### src/rtl/rv_pkg.sv
// Shared RV32 decode constants and immediate-format classification.
package rv_pkg;

    localparam int XLEN = 32;

    localparam logic [6:0] OPC_LOAD   = 7'b0000011;
    localparam logic [6:0] OPC_OP_IMM = 7'b0010011;
    localparam logic [6:0] OPC_STORE  = 7'b0100011;
    localparam logic [6:0] OPC_BRANCH = 7'b1100011;
    localparam logic [6:0] OPC_OP     = 7'b0110011;
    localparam logic [6:0] OPC_LUI    = 7'b0110111;
    localparam logic [6:0] OPC_AUIPC  = 7'b0010111;
    localparam logic [6:0] OPC_JAL    = 7'b1101111;
    localparam logic [6:0] OPC_JALR   = 7'b1100111;

    typedef enum logic [2:0] {
        IMM_I    = 3'd0,
        IMM_S    = 3'd1,
        IMM_B    = 3'd2,
        IMM_U    = 3'd3,
        IMM_J    = 3'd4,
        IMM_NONE = 3'd5
    } imm_type_e;

    // Map an opcode to the immediate format it carries.
    function automatic imm_type_e imm_type_of(input logic [6:0] opcode);
        imm_type_e t;
        case (opcode)
            OPC_LOAD, OPC_OP_IMM, OPC_JALR: t = IMM_I;
            OPC_STORE:                      t = IMM_S;
            OPC_BRANCH:                     t = IMM_B;
            OPC_LUI, OPC_AUIPC:             t = IMM_U;
            OPC_JAL:                        t = IMM_J;
            default:                        t = IMM_NONE;
        endcase
        return t;
    endfunction

    // Opcodes whose rd field is actually written back.
    function automatic logic writes_rd(input logic [6:0] opcode);
        logic w;
        case (opcode)
            OPC_LOAD, OPC_OP_IMM, OPC_OP, OPC_LUI,
            OPC_AUIPC, OPC_JAL, OPC_JALR:   w = 1'b1;
            default:                        w = 1'b0;
        endcase
        return w;
    endfunction

endpackage

### src/rtl/id_ex_stage_imm_gen.sv
// Combinational RV32 immediate generator: instruction word -> sign-extended immediate.
module imm_gen
    import rv_pkg::*;
(
    input  logic [31:0] instr,
    output logic [31:0] imm
);

    imm_type_e imm_type_s;

    assign imm_type_s = imm_type_of(instr[6:0]);

    // Assemble the immediate according to the opcode's format.
    always_comb begin
        imm = 32'h0000_0000;
        case (imm_type_s)
            IMM_I:   imm = {{20{instr[31]}}, instr[31:20]};
            IMM_S:   imm = {{20{instr[31]}}, instr[31:25], instr[11:7]};
            IMM_B:   imm = {{19{instr[31]}}, instr[31], instr[7], instr[30:25],
                            instr[11:8], 1'b0};
            IMM_U:   imm = {instr[31:12], 12'h000};
            IMM_J:   imm = {{11{instr[31]}}, instr[31], instr[19:12], instr[20],
                            instr[30:21], 1'b0};
            default: imm = 32'h0000_0000;
        endcase
    end

endmodule

### src/rtl/id_ex_stage.sv
// ID/EX pipeline stage: register-file addressing, WB bypass, immediate decode,
// load-use hazard detection with bubble insertion, and the EX pipeline register.
module id_ex_stage
    import rv_pkg::*;
(
    input  logic        sys_clk,
    input  logic        sys_reset,
    input  logic        id_valid_i,
    input  logic [31:0] id_instr_i,
    input  logic [31:0] id_pc_i,
    output logic [4:0]  RS_addr_o,
    output logic [4:0]  RT_addr_o,
    input  logic [31:0] RS_data_i,
    input  logic [31:0] RT_data_i,
    input  logic        wb_RegWrite_i,
    input  logic [4:0]  wb_RD_addr_i,
    input  logic [31:0] wb_RD_data_i,
    input  logic        flush_i,
    input  logic        ex_stall_i,
    output logic        stall_o,
    output logic        ex_valid_o,
    output logic [31:0] ex_pc_o,
    output logic [31:0] ex_rs_data_o,
    output logic [31:0] ex_rt_data_o,
    output logic [31:0] ex_imm_o,
    output logic [4:0]  ex_rd_addr_o,
    output logic [6:0]  ex_opcode_o,
    output logic [2:0]  ex_funct3_o,
    output logic [6:0]  ex_funct7_o,
    output logic        ex_mem_read_o,
    output logic        ex_reg_write_o,
    output logic [31:0] bubble_cnt_o
);

    // Decoded ID fields
    logic [6:0]  opcode_s;
    logic [4:0]  rs1_s;
    logic [4:0]  rs2_s;
    logic [4:0]  rd_s;
    logic [2:0]  funct3_s;
    logic [6:0]  funct7_s;
    logic [31:0] imm_s;
    logic [31:0] rs_sel_s;
    logic [31:0] rt_sel_s;
    logic        rs1_used_s;
    logic        rs2_used_s;
    logic        hazard_s;

    // EX pipeline register
    logic        ex_valid_r;
    logic [31:0] ex_pc_r;
    logic [31:0] ex_rs_data_r;
    logic [31:0] ex_rt_data_r;
    logic [31:0] ex_imm_r;
    logic [4:0]  ex_rd_addr_r;
    logic [6:0]  ex_opcode_r;
    logic [2:0]  ex_funct3_r;
    logic [6:0]  ex_funct7_r;
    logic        ex_mem_read_r;
    logic        ex_reg_write_r;
    logic [31:0] bubble_cnt_r;

    assign opcode_s = id_instr_i[6:0];
    assign rd_s     = id_instr_i[11:7];
    assign funct3_s = id_instr_i[14:12];
    assign rs1_s    = id_instr_i[19:15];
    assign rs2_s    = id_instr_i[24:20];
    assign funct7_s = id_instr_i[31:25];

    assign RS_addr_o = rs1_s;
    assign RT_addr_o = rs2_s;

    imm_gen u_imm_gen (
        .instr (id_instr_i),
        .imm   (imm_s)
    );

    // Operand source: x0 is hard zero, then same-cycle write-back, then register file.
    function automatic logic [31:0] operand_sel(
        input logic [4:0]  addr,
        input logic [31:0] rf_data,
        input logic        wb_we,
        input logic [4:0]  wb_addr,
        input logic [31:0] wb_data
    );
        logic [31:0] v;
        if (addr == 5'd0) begin
            v = 32'h0000_0000;
        end else if (wb_we && (wb_addr == addr)) begin
            v = wb_data;
        end else begin
            v = rf_data;
        end
        return v;
    endfunction

    assign rs_sel_s = operand_sel(rs1_s, RS_data_i, wb_RegWrite_i, wb_RD_addr_i, wb_RD_data_i);
    assign rt_sel_s = operand_sel(rs2_s, RT_data_i, wb_RegWrite_i, wb_RD_addr_i, wb_RD_data_i);

    // Which source fields the ID instruction really reads (U/J formats reuse those bits as immediate).
    always_comb begin
        rs1_used_s = 1'b1;
        rs2_used_s = 1'b0;
        case (opcode_s)
            OPC_LUI, OPC_AUIPC, OPC_JAL: begin
                rs1_used_s = 1'b0;
                rs2_used_s = 1'b0;
            end
            OPC_OP, OPC_STORE, OPC_BRANCH: begin
                rs1_used_s = 1'b1;
                rs2_used_s = 1'b1;
            end
            default: begin
                rs1_used_s = 1'b1;
                rs2_used_s = 1'b0;
            end
        endcase
    end

    // Load in EX whose destination is read by the ID instruction.
    always_comb begin
        hazard_s = 1'b0;
        if (ex_valid_r && ex_mem_read_r && (ex_rd_addr_r != 5'd0) && id_valid_i) begin
            hazard_s = ((ex_rd_addr_r == rs1_s) && rs1_used_s) ||
                       ((ex_rd_addr_r == rs2_s) && rs2_used_s);
        end else begin
            hazard_s = 1'b0;
        end
    end

    // IF/ID hold request; reset and flush both override any stall.
    always_comb begin
        stall_o = 1'b0;
        if (sys_reset || flush_i) begin
            stall_o = 1'b0;
        end else begin
            stall_o = ex_stall_i || hazard_s;
        end
    end

    // EX pipeline register: reset > flush > hold > bubble > capture.
    always_ff @(posedge sys_clk) begin
        if (sys_reset) begin
            ex_valid_r     <= 1'b0;
            ex_pc_r        <= 32'h0000_0000;
            ex_rs_data_r   <= 32'h0000_0000;
            ex_rt_data_r   <= 32'h0000_0000;
            ex_imm_r       <= 32'h0000_0000;
            ex_rd_addr_r   <= 5'd0;
            ex_opcode_r    <= 7'd0;
            ex_funct3_r    <= 3'd0;
            ex_funct7_r    <= 7'd0;
            ex_mem_read_r  <= 1'b0;
            ex_reg_write_r <= 1'b0;
            bubble_cnt_r   <= 32'h0000_0000;
        end else if (flush_i) begin
            ex_valid_r     <= 1'b0;
            ex_mem_read_r  <= 1'b0;
            ex_reg_write_r <= 1'b0;
        end else if (ex_stall_i) begin
            ex_valid_r     <= ex_valid_r;
        end else if (hazard_s) begin
            ex_valid_r     <= 1'b0;
            ex_mem_read_r  <= 1'b0;
            ex_reg_write_r <= 1'b0;
            bubble_cnt_r   <= bubble_cnt_r + 32'd1;
        end else begin
            ex_valid_r     <= id_valid_i;
            ex_pc_r        <= id_pc_i;
            ex_rs_data_r   <= rs_sel_s;
            ex_rt_data_r   <= rt_sel_s;
            ex_imm_r       <= imm_s;
            ex_rd_addr_r   <= rd_s;
            ex_opcode_r    <= opcode_s;
            ex_funct3_r    <= funct3_s;
            ex_funct7_r    <= funct7_s;
            ex_mem_read_r  <= (opcode_s == OPC_LOAD);
            ex_reg_write_r <= writes_rd(opcode_s) && (rd_s != 5'd0);
        end
    end

    assign ex_valid_o     = ex_valid_r;
    assign ex_pc_o        = ex_pc_r;
    assign ex_rs_data_o   = ex_rs_data_r;
    assign ex_rt_data_o   = ex_rt_data_r;
    assign ex_imm_o       = ex_imm_r;
    assign ex_rd_addr_o   = ex_rd_addr_r;
    assign ex_opcode_o    = ex_opcode_r;
    assign ex_funct3_o    = ex_funct3_r;
    assign ex_funct7_o    = ex_funct7_r;
    assign ex_mem_read_o  = ex_mem_read_r;
    assign ex_reg_write_o = ex_reg_write_r;
    assign bubble_cnt_o   = bubble_cnt_r;

endmodule

### config.mk
export PLATFORM = sky130hd
export DESIGN_NAME = id_ex_stage
export DESIGN_NICKNAME = d
export VERILOG_FILES = /design/src/rtl/rv_pkg.sv /design/src/rtl/id_ex_stage_imm_gen.sv /design/src/rtl/id_ex_stage.sv
export SDC_FILE = /design/constraint.sdc
export NUM_CORES = 1
export LEC_CHECK = 0
export CORE_AREA = 2 2 142 144
export CTS_CLUSTER_DIAMETER = 50
export CTS_CLUSTER_SIZE = 14
export DETAILED_ROUTE_END_ITERATION = 10
export DIE_AREA = 0 0 144 146
export GPL_ROUTABILITY_DRIVEN = 0
export GPL_TIMING_DRIVEN = 0
export MAX_ROUTING_LAYER = met4
export PLACE_DENSITY = 0.8
export SLEW_MARGIN = 30
export SYNTH_ARGS = -nofsm -noshare
export SYNTH_HDL_FRONTEND = slang
export SYNTH_SLANG_ARGS = --single-unit
export TNS_END_PERCENT = 5
### constraint.sdc
create_clock -name sys_clk -period 5.1 [get_ports sys_clk]
set_clock_uncertainty 0.15 [all_clocks]
set_input_delay 1.02 -clock sys_clk [delete_from_list [all_inputs] [get_ports sys_clk]]
set_output_delay 1.02 -clock sys_clk [all_outputs]
set_load 0.03 [all_outputs]
==> metrics.md <==
| Metric | Value |
|---|---|
| Met3 Routed Length | around 2800 microns |
| Initial antenna violation count | 0 |
| Yosys warns | 0 |
| Critical path data required time | between 3 and 4 ns |
| Power Total | 3.52 mW |
| Clock Latency Late Sink | between 0.4 and 0.5 ns |
| HP Class | register to register |
| Number of port buffers | about 360 |
| PwrDens | 273 nW/um^2 |
| Final Util | between 60% and 70% |
| Post-synth EDFFs | 0 |
| Max-Cap Viols | 0 |
| Post-synthesis register bit count | roughly 190 |
| Hold Violations, Final | 0 |
| CTS Root Cell | clkbuf_16 |
| Startpoint types | input port |
| Met2 WL post-DR | 15800 microns |
| Pint | around 2.5 mW |
| Vias in the first global route | approximately 8700 |
| Hold Path Depth | 2 |
| Total number of vias | 8898 |
| Worst slew margin | a little under a third |
| Final Max Slew Viols | 0 |
| CTS tree | built |
| HPWL Detailed | roughly 25000 microns |
| Hold path start | ex_imm_o[6] |
| I/O Pins | roughly 370 |
| Seq/Total Area, Yosys | 44.4% |
| N_diodes | 0 |
| GR Util All Layers | 31.0% |
| Die ar. | around 21000 sq um |
| Crit path capture type | output pin |
| NetSw | 1.03 mW |
| Core Region | between 15000 and 20000 sq um |
| Logic gate share of total power | 18.8% |
| Final setup viols | 0 |
| Commonest register cell after synthesis | dfxtp_1 |
| Placement Cell Area | 12300 sq um |
| Number of fill cells | roughly 1600 |
| Pre-CTS setup slack | -0.368 ns |
| Grt ovf | 0 |
| Avg WL per Cell | ~20 microns |
| Minimum clock period | between 4 and 5 ns |
| Ys async rst share | 0% |
| Pleak | between 4 and 5 nW |
| H-tree level count | 4 |
| Area grow syn2layout | 54.7% |
| Worst-path clk slew | ~0.070 ns |
| DR top layer | met4 |
| Crit Reg-Reg Endpoint | ex_funct7_o[1] |
| Vias per cell | 5.53 |
| R2R depth | 9 |
| Layout cells sized above 1 | about 5.6% |
| Die span in x | roughly 140 microns |
| M1 wire length | between 10000 and 15000 microns |
| Clk sinks | roughly 190 |
| First-pass GRT wire length | 48900 microns |
| Final WL | 32800 microns |
| Clock network power share | ~38% |
| Initial Util | around 43% |
| Final net count | 1503 |
| Largest net degree at the start of global routing | 19 |
| Worst VDD drop | about 0.25 mV |
| CP Class | input port to output pin |
| Tcrit/Tclk final | 91.6% |
| Worst-Margin Slew | between 1 and 1.5 ns |
| Starting DRT DRC Count | about 560 |
| Final WS setup | 0.427 ns |
| Synth unique cells | 49 |
| Cts bufs inserted | 17 |
| RSZ-0062 raised after global routing | no |
| Arrival @ worst endpoint | ~3.5 ns |
| Switch share | just under 30% |
| Worst Path Max Fanout | 10 |
| Syn avg cell area | about 8.8 sq um |
| Syn Nets | roughly 1100 |
| Setup TNS | 0 ns |
| Flop pwr share | between 40% and 50% |
| Flop-to-flop setup slack | 2.07 ns |
| Post-route DRC | 0 |
| R2r startpoint | ex_rd_addr_o[0] |
| Design area | ~13000 sq um |
| Hold Path End | ex_imm_o[6] |
| Drt first pass iters | 5 |
| Outcome | completed |
| Mapped Area | around 8300 sq um |
| Fmax | 214 MHz |
| Die span in y | 146 microns |
| Site Rows | 51 |
| Final ANT Viol Nets | 0 |
| Post-Syn Instances | 948 |
| Clk buf depth | 2 |
## per-layer routing
metal | GRT usage, % | vias up
met2 | 51.1 | 416
met1 | 35.9 | 4228
met3 | 7.86 | 84
li1 | - | 4170
met5 | - | -
met4 | 12.2 | 0
## power groups by stage
stage	sequential [mW]	clock (mW)	combinational, mW
after global placement	1.56	0	0.654
after floorplan	1.68	0	0.193
final	1.53	1.33	0.663
after CTS	1.53	1.34	0.662
after global routing	1.54	1.40	0.699
after detailed placement	1.57	0	0.659
## stage by stage
| step | hold slack (ns) | cells |
|---|---|---|
| 6_report | 0.304 | 1609 |
| 5_1_grt | 0.325 | 1609 |
| 4_1_cts | 0.305 | 1609 |
| 3_5_place_dp | 0.296 | 1575 |
| 3_3_place_gp | 0.291 | 1575 |
| 2_1_floorplan | 0.426 | 948 |
## cells by family after synthesis
family / after synthesis / synth area share, %
simple gates: 353 / 21.9
flops: 185 / 44.4
buf+inv: 91 / 4.90
xor+xnor: 35 / 3.67
mux: 65 / 7.79
compound gates: 218 / 17.2
fa+ha+maj: 1 / 0.150
## cell usage in the layout, fill, tap and decap left out, drive strengths merged, types with 2 or more instances in the layout
master         count
a211oi            22
a21oi             81
a221oi             4
a22oi              2
a31oi              2
and2               2
and3               9
and3b              2
and4               2
and4bb             2
buf               35
clkbuf            72
clkdlybuf4s50    357
clkinv             6
clkinvlp           2
dfxtp            185
dlymetal6s2s       5
inv                9
mux2i             65
nand2            142
nand3             23
nand3b            64
nand4              3
nor2              50
nor3              20
nor3b              2
nor4               5
o2111ai            8
o211ai             8
o21ai             15
o21bai             2
o31ai             69
or3               11
or4               10
xnor2              8
xor2              27
## timing repair
| item | CTS | global route |
|---|---|---|
| endpoints found under the hold margin | 0 | 0 |
| resized for setup | 1 | 5 |
| endpoints found under the setup margin | 1 | 1 |
| hold buffers | 0 | 0 |
| setup buffers | 2 | 0 |
| pin swaps | 2 | 0 |
## state kept, by name (all words and copies together), names as in the netlist
name,flops
ex_rt_data_o,32
ex_valid_o,1
ex_pc_o,32
ex_reg_write_o,1
ex_funct7_o,7
ex_rd_addr_o,5
bubble_cnt_o,32
ex_mem_read_o,1
ex_funct3_o,3
ex_opcode_o,7
ex_rs_data_o,32
ex_imm_o,32
## final cells by class
type                            instances  area [sq um]  share of cell area [%]
Multi-Input combinational cell        672          4230                    32.8
Sequential cell                       185          3700                    28.7
Timing Repair Buffer                  364          3650                    28.3
Clock buffer                           17           425                    3.29
Buffer                                 88           399                    3.09
Tap cell                              265           332                    2.57
Clock inverter                         15           159                    1.23
Inverter                                3          11.3                  0.0872
## critical path, cell delays in order
cell             delay, ns
clkdlybuf4s50_1       0.65
xnor2_1               0.16
nand3_1               0.14
nor4_4                0.39
o21ai_1               0.14
clkbuf_2              0.23
a211oi_1              0.43
dlymetal6s2s_1        0.35
## synth_stat cells, types with 3 or more instances
cell	count	area [sq um]
xor2_1	27	236
nand2_1	142	533
inv_1	3	11.3
buf_4	11	82.6
or4_1	10	75.1
a211oi_1	22	165
o31ai_1	69	518
clkbuf_1	55	206
and3_1	9	56.3
nand3b_1	64	480
mux2i_1	65	651
buf_2	21	105
xnor2_1	8	70.1
nor2_1	50	188
nand3_1	23	115
o21ai_0	14	70.1
o2111ai_1	8	70.1
dfxtp_1	185	3700
nor3_1	20	100
or3_1	11	68.8
nor4_1	3	18.8
a221oi_1	4	35.0
nand4_1	3	18.8
o211ai_1	8	60.1
a21oi_1	80	400
## how the worst max path moves through the flow
stage	cells past startpoint	end	slack, ns	from
finish	8	stall_o	0.43	id_instr_i[16]
global route	8	stall_o	0.38	id_instr_i[16]
CTS	8	stall_o	0.01	id_instr_i[16]
detailed placement	8	stall_o	-0.37	id_instr_i[4]
global placement	8	stall_o	-0.31	id_instr_i[4]
floorplan	7	stall_o	0.87	id_instr_i[6]
Note: power is estimated with default switching activity, not from simulation.
